[config.mk]
export PLATFORM = sky130hd
export DESIGN_NAME = lector_contadores_flat
export DESIGN_NICKNAME = d
export VERILOG_FILES = /design/src/rtl/lector_contadores_pkg.sv /design/src/rtl/lector_contadores_if.sv /design/src/rtl/lector_contadores_espera.sv /design/src/rtl/lector_contadores.sv /design/src/flat_wrapper.sv
export SDC_FILE = /design/constraint.sdc
export NUM_CORES = 1
export LEC_CHECK = 0
export CAP_MARGIN = 20
export CORE_UTILIZATION = 48
export DETAILED_ROUTE_END_ITERATION = 12
export MAX_ROUTING_LAYER = met4
export PLACE_DENSITY = 0.76
export SLEW_MARGIN = 20
export SYNTH_ARGS = -nofsm -noshare
export SYNTH_HDL_FRONTEND = slang
export SYNTH_SLANG_ARGS = --single-unit
[constraint.sdc]
create_clock -name clk -period 3.7 [get_ports clk]
set_clock_uncertainty 0.2 [all_clocks]
set_input_delay 0.925 -clock clk [delete_from_list [all_inputs] [get_ports clk]]
set_output_delay 0.925 -clock clk [all_outputs]
set_load 0.005 [all_outputs]
[src/rtl/lector_contadores_pkg.sv]
// Shared types and default sizes for the counter sweep reader.
// No logic, so no latency and no flow control.
package lector_contadores_pkg;

  typedef enum logic [1:0] {
    S_IDLE = 2'd0,
    S_REQ  = 2'd1,
    S_WAIT = 2'd2,
    S_DONE = 2'd3
  } state_e;

  localparam int NUM_CNT_DEF = 5;
  localparam int CNT_W_DEF   = 5;
  localparam int IDX_W_DEF   = 3;
  localparam int TOT_W_DEF   = 8;
  localparam int TIMEOUT_DEF = 4;

  localparam logic [IDX_W_DEF-1:0] FIFO_0 = 3'd0;
  localparam logic [IDX_W_DEF-1:0] FIFO_1 = 3'd1;
  localparam logic [IDX_W_DEF-1:0] FIFO_2 = 3'd2;
  localparam logic [IDX_W_DEF-1:0] FIFO_3 = 3'd3;
  localparam logic [IDX_W_DEF-1:0] FIFO_4 = 3'd4;

endpackage

[src/rtl/lector_contadores_if.sv]
// Request/response link between the sweep reader (master) and the pop counter (slave).
// Combinational wiring only; the counter answers a held req with a valid_c pulse.
interface lector_contadores_if
  import lector_contadores_pkg::*;
#(
  parameter int IDX_W = IDX_W_DEF,
  parameter int CNT_W = CNT_W_DEF
) ();

  logic             req;
  logic [IDX_W-1:0] idx;
  logic             valid_c;
  logic [CNT_W-1:0] data_out;

  modport master (output req, output idx, input valid_c, input data_out);
  modport slave  (input req, input idx, output valid_c, output data_out);

endinterface

[src/rtl/lector_contadores_espera.sv]
// Wait counter for one outstanding counter read; expired_o is high once TIMEOUT-1 idle
// cycles have been counted. Registered count, combinational flag, saturates until cleared.
module temporizador_espera #(
  parameter int TIMEOUT = 4
) (
  input  logic clk,
  input  logic reset_L,
  input  logic clear_i,
  input  logic enable_i,
  output logic expired_o
);

  localparam int W = (TIMEOUT > 1) ? $clog2(TIMEOUT) : 1;

  logic [W-1:0] cnt_q, cnt_d;

  assign expired_o = (cnt_q == W'(TIMEOUT - 1));

  always_comb begin
    cnt_d = cnt_q;
    if (clear_i) begin
      cnt_d = '0;
    end else if (enable_i && !expired_o) begin
      cnt_d = cnt_q + W'(1);
    end
  end

  always_ff @(posedge clk) begin
    if (!reset_L) begin
      cnt_q <= '0;
    end else begin
      cnt_q <= cnt_d;
    end
  end

endmodule

[src/rtl/lector_contadores.sv]
// Sweeps all pop counters on an idle rising edge and holds a snapshot plus total.
// Two cycles per slot (req, capture), done one cycle after the last slot; idle dropping aborts.
module lector_contadores
  import lector_contadores_pkg::*;
#(
  parameter int NUM_CNT = NUM_CNT_DEF,
  parameter int CNT_W   = CNT_W_DEF,
  parameter int IDX_W   = IDX_W_DEF,
  parameter int TOT_W   = TOT_W_DEF,
  parameter int TIMEOUT = TIMEOUT_DEF
) (
  input  logic                     clk,
  input  logic                     reset_L,
  input  logic                     idle,
  lector_contadores_if.master      cnt_if,
  output logic [NUM_CNT*CNT_W-1:0] cnt_bus,
  output logic [TOT_W-1:0]         total,
  output logic                     busy,
  output logic                     done,
  output logic                     timeout_err,
  output logic                     aborted
);

  state_e                           state_q, state_d;
  logic [IDX_W-1:0]                 idx_q, idx_d;
  logic                             req_q, req_d;
  logic [NUM_CNT-1:0][CNT_W-1:0]    slot_q, slot_d;
  logic [TOT_W-1:0]                 total_q, total_d;
  logic                             busy_q, busy_d;
  logic                             done_q, done_d;
  logic                             terr_q, terr_d;
  logic                             abort_q, abort_d;
  logic                             idle_q;

  logic             start;
  logic             expired;
  logic             wr_en;
  logic [CNT_W-1:0] wr_val;
  logic             advance;

  assign start = idle & ~idle_q;

  temporizador_espera #(.TIMEOUT(TIMEOUT)) u_espera (
    .clk       (clk),
    .reset_L   (reset_L),
    .clear_i   (state_q == S_REQ),
    .enable_i  ((state_q == S_WAIT) && !cnt_if.valid_c),
    .expired_o (expired)
  );

  always_comb begin
    state_d = state_q;
    idx_d   = idx_q;
    req_d   = req_q;
    slot_d  = slot_q;
    total_d = total_q;
    busy_d  = busy_q;
    done_d  = 1'b0;
    terr_d  = terr_q;
    abort_d = 1'b0;
    wr_en   = 1'b0;
    wr_val  = '0;
    advance = 1'b0;

    case (state_q)
      S_IDLE: begin
        if (start) begin
          state_d = S_REQ;
          idx_d   = '0;
          total_d = '0;
          slot_d  = '0;
          terr_d  = 1'b0;
          busy_d  = 1'b1;
        end
      end
      S_REQ: begin
        if (!idle) begin
          state_d = S_IDLE;
          req_d   = 1'b0;
          busy_d  = 1'b0;
          abort_d = 1'b1;
        end else begin
          req_d   = 1'b1;
          state_d = S_WAIT;
        end
      end
      S_WAIT: begin
        // Abort takes priority so a late response never lands in a cancelled sweep.
        if (!idle) begin
          state_d = S_IDLE;
          req_d   = 1'b0;
          busy_d  = 1'b0;
          abort_d = 1'b1;
        end else if (cnt_if.valid_c) begin
          wr_en   = 1'b1;
          wr_val  = cnt_if.data_out;
          total_d = total_q + TOT_W'(cnt_if.data_out);
          advance = 1'b1;
        end else if (expired) begin
          wr_en   = 1'b1;
          terr_d  = 1'b1;
          advance = 1'b1;
        end
        if (advance) begin
          req_d = 1'b0;
          if (idx_q == IDX_W'(NUM_CNT - 1)) begin
            state_d = S_DONE;
          end else begin
            idx_d   = idx_q + IDX_W'(1);
            state_d = S_REQ;
          end
        end
      end
      S_DONE: begin
        done_d  = 1'b1;
        busy_d  = 1'b0;
        req_d   = 1'b0;
        idx_d   = '0;
        state_d = S_IDLE;
      end
      default: state_d = S_IDLE;
    endcase

    for (int i = 0; i < NUM_CNT; i++) begin
      if (wr_en && (idx_q == IDX_W'(i))) begin
        slot_d[i] = wr_val;
      end
    end
  end

  always_ff @(posedge clk) begin
    if (!reset_L) begin
      state_q <= S_IDLE;
      idx_q   <= '0;
      req_q   <= 1'b0;
      slot_q  <= '0;
      total_q <= '0;
      busy_q  <= 1'b0;
      done_q  <= 1'b0;
      terr_q  <= 1'b0;
      abort_q <= 1'b0;
      idle_q  <= 1'b0;
    end else begin
      state_q <= state_d;
      idx_q   <= idx_d;
      req_q   <= req_d;
      slot_q  <= slot_d;
      total_q <= total_d;
      busy_q  <= busy_d;
      done_q  <= done_d;
      terr_q  <= terr_d;
      abort_q <= abort_d;
      idle_q  <= idle;
    end
  end

  assign cnt_if.req   = req_q;
  assign cnt_if.idx   = idx_q;
  assign cnt_bus      = slot_q;
  assign total        = total_q;
  assign busy         = busy_q;
  assign done         = done_q;
  assign timeout_err  = terr_q;
  assign aborted      = abort_q;

endmodule
[src/flat_wrapper.sv]
// flat-port wrapper written by rule: the top's interface ports become plain ports
module lector_contadores_flat import lector_contadores_pkg::*;
#(
  parameter int NUM_CNT = NUM_CNT_DEF,
  parameter int CNT_W   = CNT_W_DEF,
  parameter int IDX_W   = IDX_W_DEF,
  parameter int TOT_W   = TOT_W_DEF,
  parameter int TIMEOUT = TIMEOUT_DEF
)
  (clk, reset_L, idle, cnt_bus, total, busy, done, timeout_err, aborted, cnt_if_req, cnt_if_idx, cnt_if_valid_c, cnt_if_data_out);
  lector_contadores_if #(.IDX_W(IDX_W), .CNT_W(CNT_W)) cnt_if_i ();
  input  logic clk;
  input  logic reset_L;
  input  logic idle;
  output logic [NUM_CNT*CNT_W-1:0] cnt_bus;
  output logic [TOT_W-1:0] total;
  output logic busy;
  output logic done;
  output logic timeout_err;
  output logic aborted;
  output wire logic [$bits(cnt_if_i.req)-1:0] cnt_if_req;
  output wire logic [$bits(cnt_if_i.idx)-1:0] cnt_if_idx;
  input wire logic [$bits(cnt_if_i.valid_c)-1:0] cnt_if_valid_c;
  input wire logic [$bits(cnt_if_i.data_out)-1:0] cnt_if_data_out;
  assign cnt_if_req = cnt_if_i.req;
  assign cnt_if_idx = cnt_if_i.idx;
  assign cnt_if_i.valid_c = cnt_if_valid_c;
  assign cnt_if_i.data_out = cnt_if_data_out;
  lector_contadores #(.NUM_CNT(NUM_CNT), .CNT_W(CNT_W), .IDX_W(IDX_W), .TOT_W(TOT_W), .TIMEOUT(TIMEOUT)) u_core (.clk(clk), .reset_L(reset_L), .idle(idle), .cnt_if(cnt_if_i), .cnt_bus(cnt_bus), .total(total), .busy(busy), .done(done), .timeout_err(timeout_err), .aborted(aborted));
endmodule
==> flow_summary.ini <==
[die]
die_width_um = 70.7
ioPinCount = 50
initial_core_util_pct = 51.0
die_h_um = 70.7
core_um2 = 4440
rows = 24
die_area_um2 = 5000

[synthesis]
synth_cell_types = 41
synth_fp_nets = 288
synth_edf_count = 0
post-synth-top-count-cell = dfxtp_1
synth_largest_area_cell = dfxtp_1
yosysSeqAreaShare_pct = 40.6
syn-mean-instance-area_um2 = 8.65
ys_top_cells_by_area = dfxtp_1, ha_1, o21a_1
syn_area_um2 = 2270
synth_top_cell_area_share_pct = 40.6
async_flop_share_pct = 0
ys_top_cells_by_count = dfxtp_1, nor2_1, nand2_1, and3_1
ys_seq_elements = 46
synth_ff_type = dfxtp_1
netlist_instances = 262
yosysWarnings = 0

[worst_setup_path]
critPathMaxFanout = 14
crit_chain = clkdlybuf4s50_1 > nand2_1 > nor3_1 > nand2_2 > and3_1 > o21a_1
worstSetupPathType = in -> reg
cpPeakStageDelay_ps = 740
startpoint_type = input pin
slowest_stage = clkdlybuf4s50_1
critPathBufInv = 1
required_ps = 3700
worstRegToRegCells = 7
worstSetupEndpointType = flop
arrival_ps = 2890
r2r_start = u_core.state_q[0]
r2r_end = u_core.cnt_bus[4]
cp_top_family = simple AND/OR/NAND/NOR gates
ff2ff_setup_slack_ps = 1150

[clock_tree]
h-tree-depth = 2
cts-resized-gates = 0
cts_buffer_depth = 2
cts-root-buf = clkbuf_8
cts_hold_buf = 0
clkTransAtPathRegs_ps = 80
post-cts-setup-buffer-count = 0
clk_latency_ps = 300
cts_buffers = 5
cts_tree = yes
numClockSinks = 46

[detailed_routing]
avgViaCountPerCell = 5.41
ant_nets = 0
highest_layer = met4
via_count = 1953
wl_per_cell_um = 13.5
drtIter0Drc = 62
drc_errors = 8
drt-met1-wl_um = 2330
routed_wl_um = 4870
routed-wl-met3_um = 189
wl_met2_um = 2290
first_pass_iters = 10

[timing]
clock.fmax_mhz = 345
drv_slew = 0
slew_headroom_pct = 59.8
worst_pin_slew_ps = 603
totalNegativeSetupSlack_ps = 0
fin_crit_sh_pct = 78.2
finalSetupViolCount = 0
final-hold-violation-count = 0
fin_crit_ps = 2890
rsz0062_at_grt = no

[outcome]
violations = DRC
run_status = finished, violations left

[power_and_ir_drop]
power_density_nw_per_um2 = 323
p_leak_nw = 1.14
ir_drop_uv = 253

[final_layout]
num-nets-final = 334
fillCellCount = 392
diodes = 0
syn_to_final_growth_pct = 26.8
utilization_pct = 64.7
drive_gt1_share_pct = 4.21

[worst_hold_path]
whs_endpoint = u_core.u_espera.cnt_q[1]
hold_path.class = reg -> reg
hold_depth = 2
hp-start = u_core.u_espera.cnt_q[1]

[placed_design]
place.gp.congestion = 0.829
port_buffers = 49
hpwl_um = 3500

[grt]
grt_pass1_wl_um = 8070
grt_overflow = 0
groute.usage.overall_pct = 20.8
antenna_found_initial = 0
first_global_vias = 1781
grt_start_max_net_pins = 26

[run]
drv_cap = 0
==> layout by cell type, fill, tap and decap left out, drive strengths merged, types with 2 or more instances in the layout <==
| master | count |
|---|---|
| nand2 | 26 |
| a21oi | 7 |
| buf | 2 |
| o211ai | 2 |
| or3b | 2 |
| a21boi | 3 |
| nand2b | 4 |
| ha | 16 |
| nand3 | 12 |
| nand3b | 2 |
| inv | 8 |
| clkdlybuf4s50 | 49 |
| dfxtp | 46 |
| a211oi | 2 |
| and3 | 17 |
| a21o | 3 |
| and2 | 16 |
| nor2b | 6 |
| clkbuf | 7 |
| xor2 | 3 |
| nor2 | 24 |
| o21a | 16 |
| o21ai | 16 |
| nor3 | 2 |
| a22oi | 3 |
==> through the flow <==
step / total power [mW] / instances / hold slack, ps / cell area, um2 / worst slack, ps
after floorplan: 0.585 / 262 / 238 / 2270 / 1190
after global placement: 0.622 / 353 / 246 / 2780 / 521
after detailed placement: 0.623 / 353 / 253 / 2780 / 497
after CTS: 0.936 / 361 / 265 / 2880 / 815
after global routing: 0.973 / 361 / 302 / 2880 / 601
final: 0.928 / 361 / 263 / 2880 / 806
==> worst max path at each step <==
| stage | from | end | slack, ps | cells past startpoint |
|---|---|---|---|---|
| floorplan | cnt_if_data_out[0] | u_core.total[6] | 1190 | 7 |
| global placement | idle | u_core.cnt_bus[1] | 520 | 6 |
| detailed placement | idle | u_core.cnt_bus[5] | 500 | 6 |
| CTS | idle | u_core.cnt_bus[5] | 810 | 6 |
| global route | idle | u_core.cnt_bus[4] | 600 | 6 |
| finish | idle | u_core.cnt_bus[4] | 810 | 6 |
==> where the power goes <==
part	internal [mW]	switching, mW
Combinational	0.0455	0.0599
Clock	0.151	0.165
Sequential	0.502	0.00510
Total	0.698	0.230
==> routing by layer <==
metal	up-vias	GRT usage (%)
met5	-	-
met4	0	6.22
met3	7	4.13
met2	44	34.1
met1	903	25.9
li1	999	-
==> state kept, by name, indices dropped and copies added, names as in the netlist <==
signal / flops
u_core.u_espera.cnt_q: 2
u_core.done: 1
u_core.cnt_if.idx: 3
u_core.state_q: 2
u_core.busy: 1
u_core.cnt_if.req: 1
u_core.idle_q: 1
u_core.aborted: 1
u_core.timeout_err: 1
u_core.total: 8
u_core.cnt_bus: 25
==> worst min-delay path: cells and delay by family, from the launching register on <==
family | cells | cell delay (ps)
flops | 1 | 320
simple gates | 1 | 50
compound gates | 1 | 50
==> final cells by class <==
class	instances	area [um2]	area share [%]
multi-input cells	196	1260	43.9
flip-flops and latches	46	921	32.0
repair buffers	51	505	17.6
clock buffers	7	86.3	3.00
well taps	52	65.1	2.26
inverters	8	30.0	1.04
clock inverters	1	5.00	0.174
==> cells by family after synthesis <==
logic type | share of synthesized area [%]
xor gates and xnor gates | 1.55
DFF | 40.6
adders and majority gates | 9.71
muxes | 0.442
and+or+nand+nor | 25.6
buffers and inverters | 3.70
AOI/OAI and AO/OA | 18.4
No activity file was read; power rests on OpenSTA's default activity.
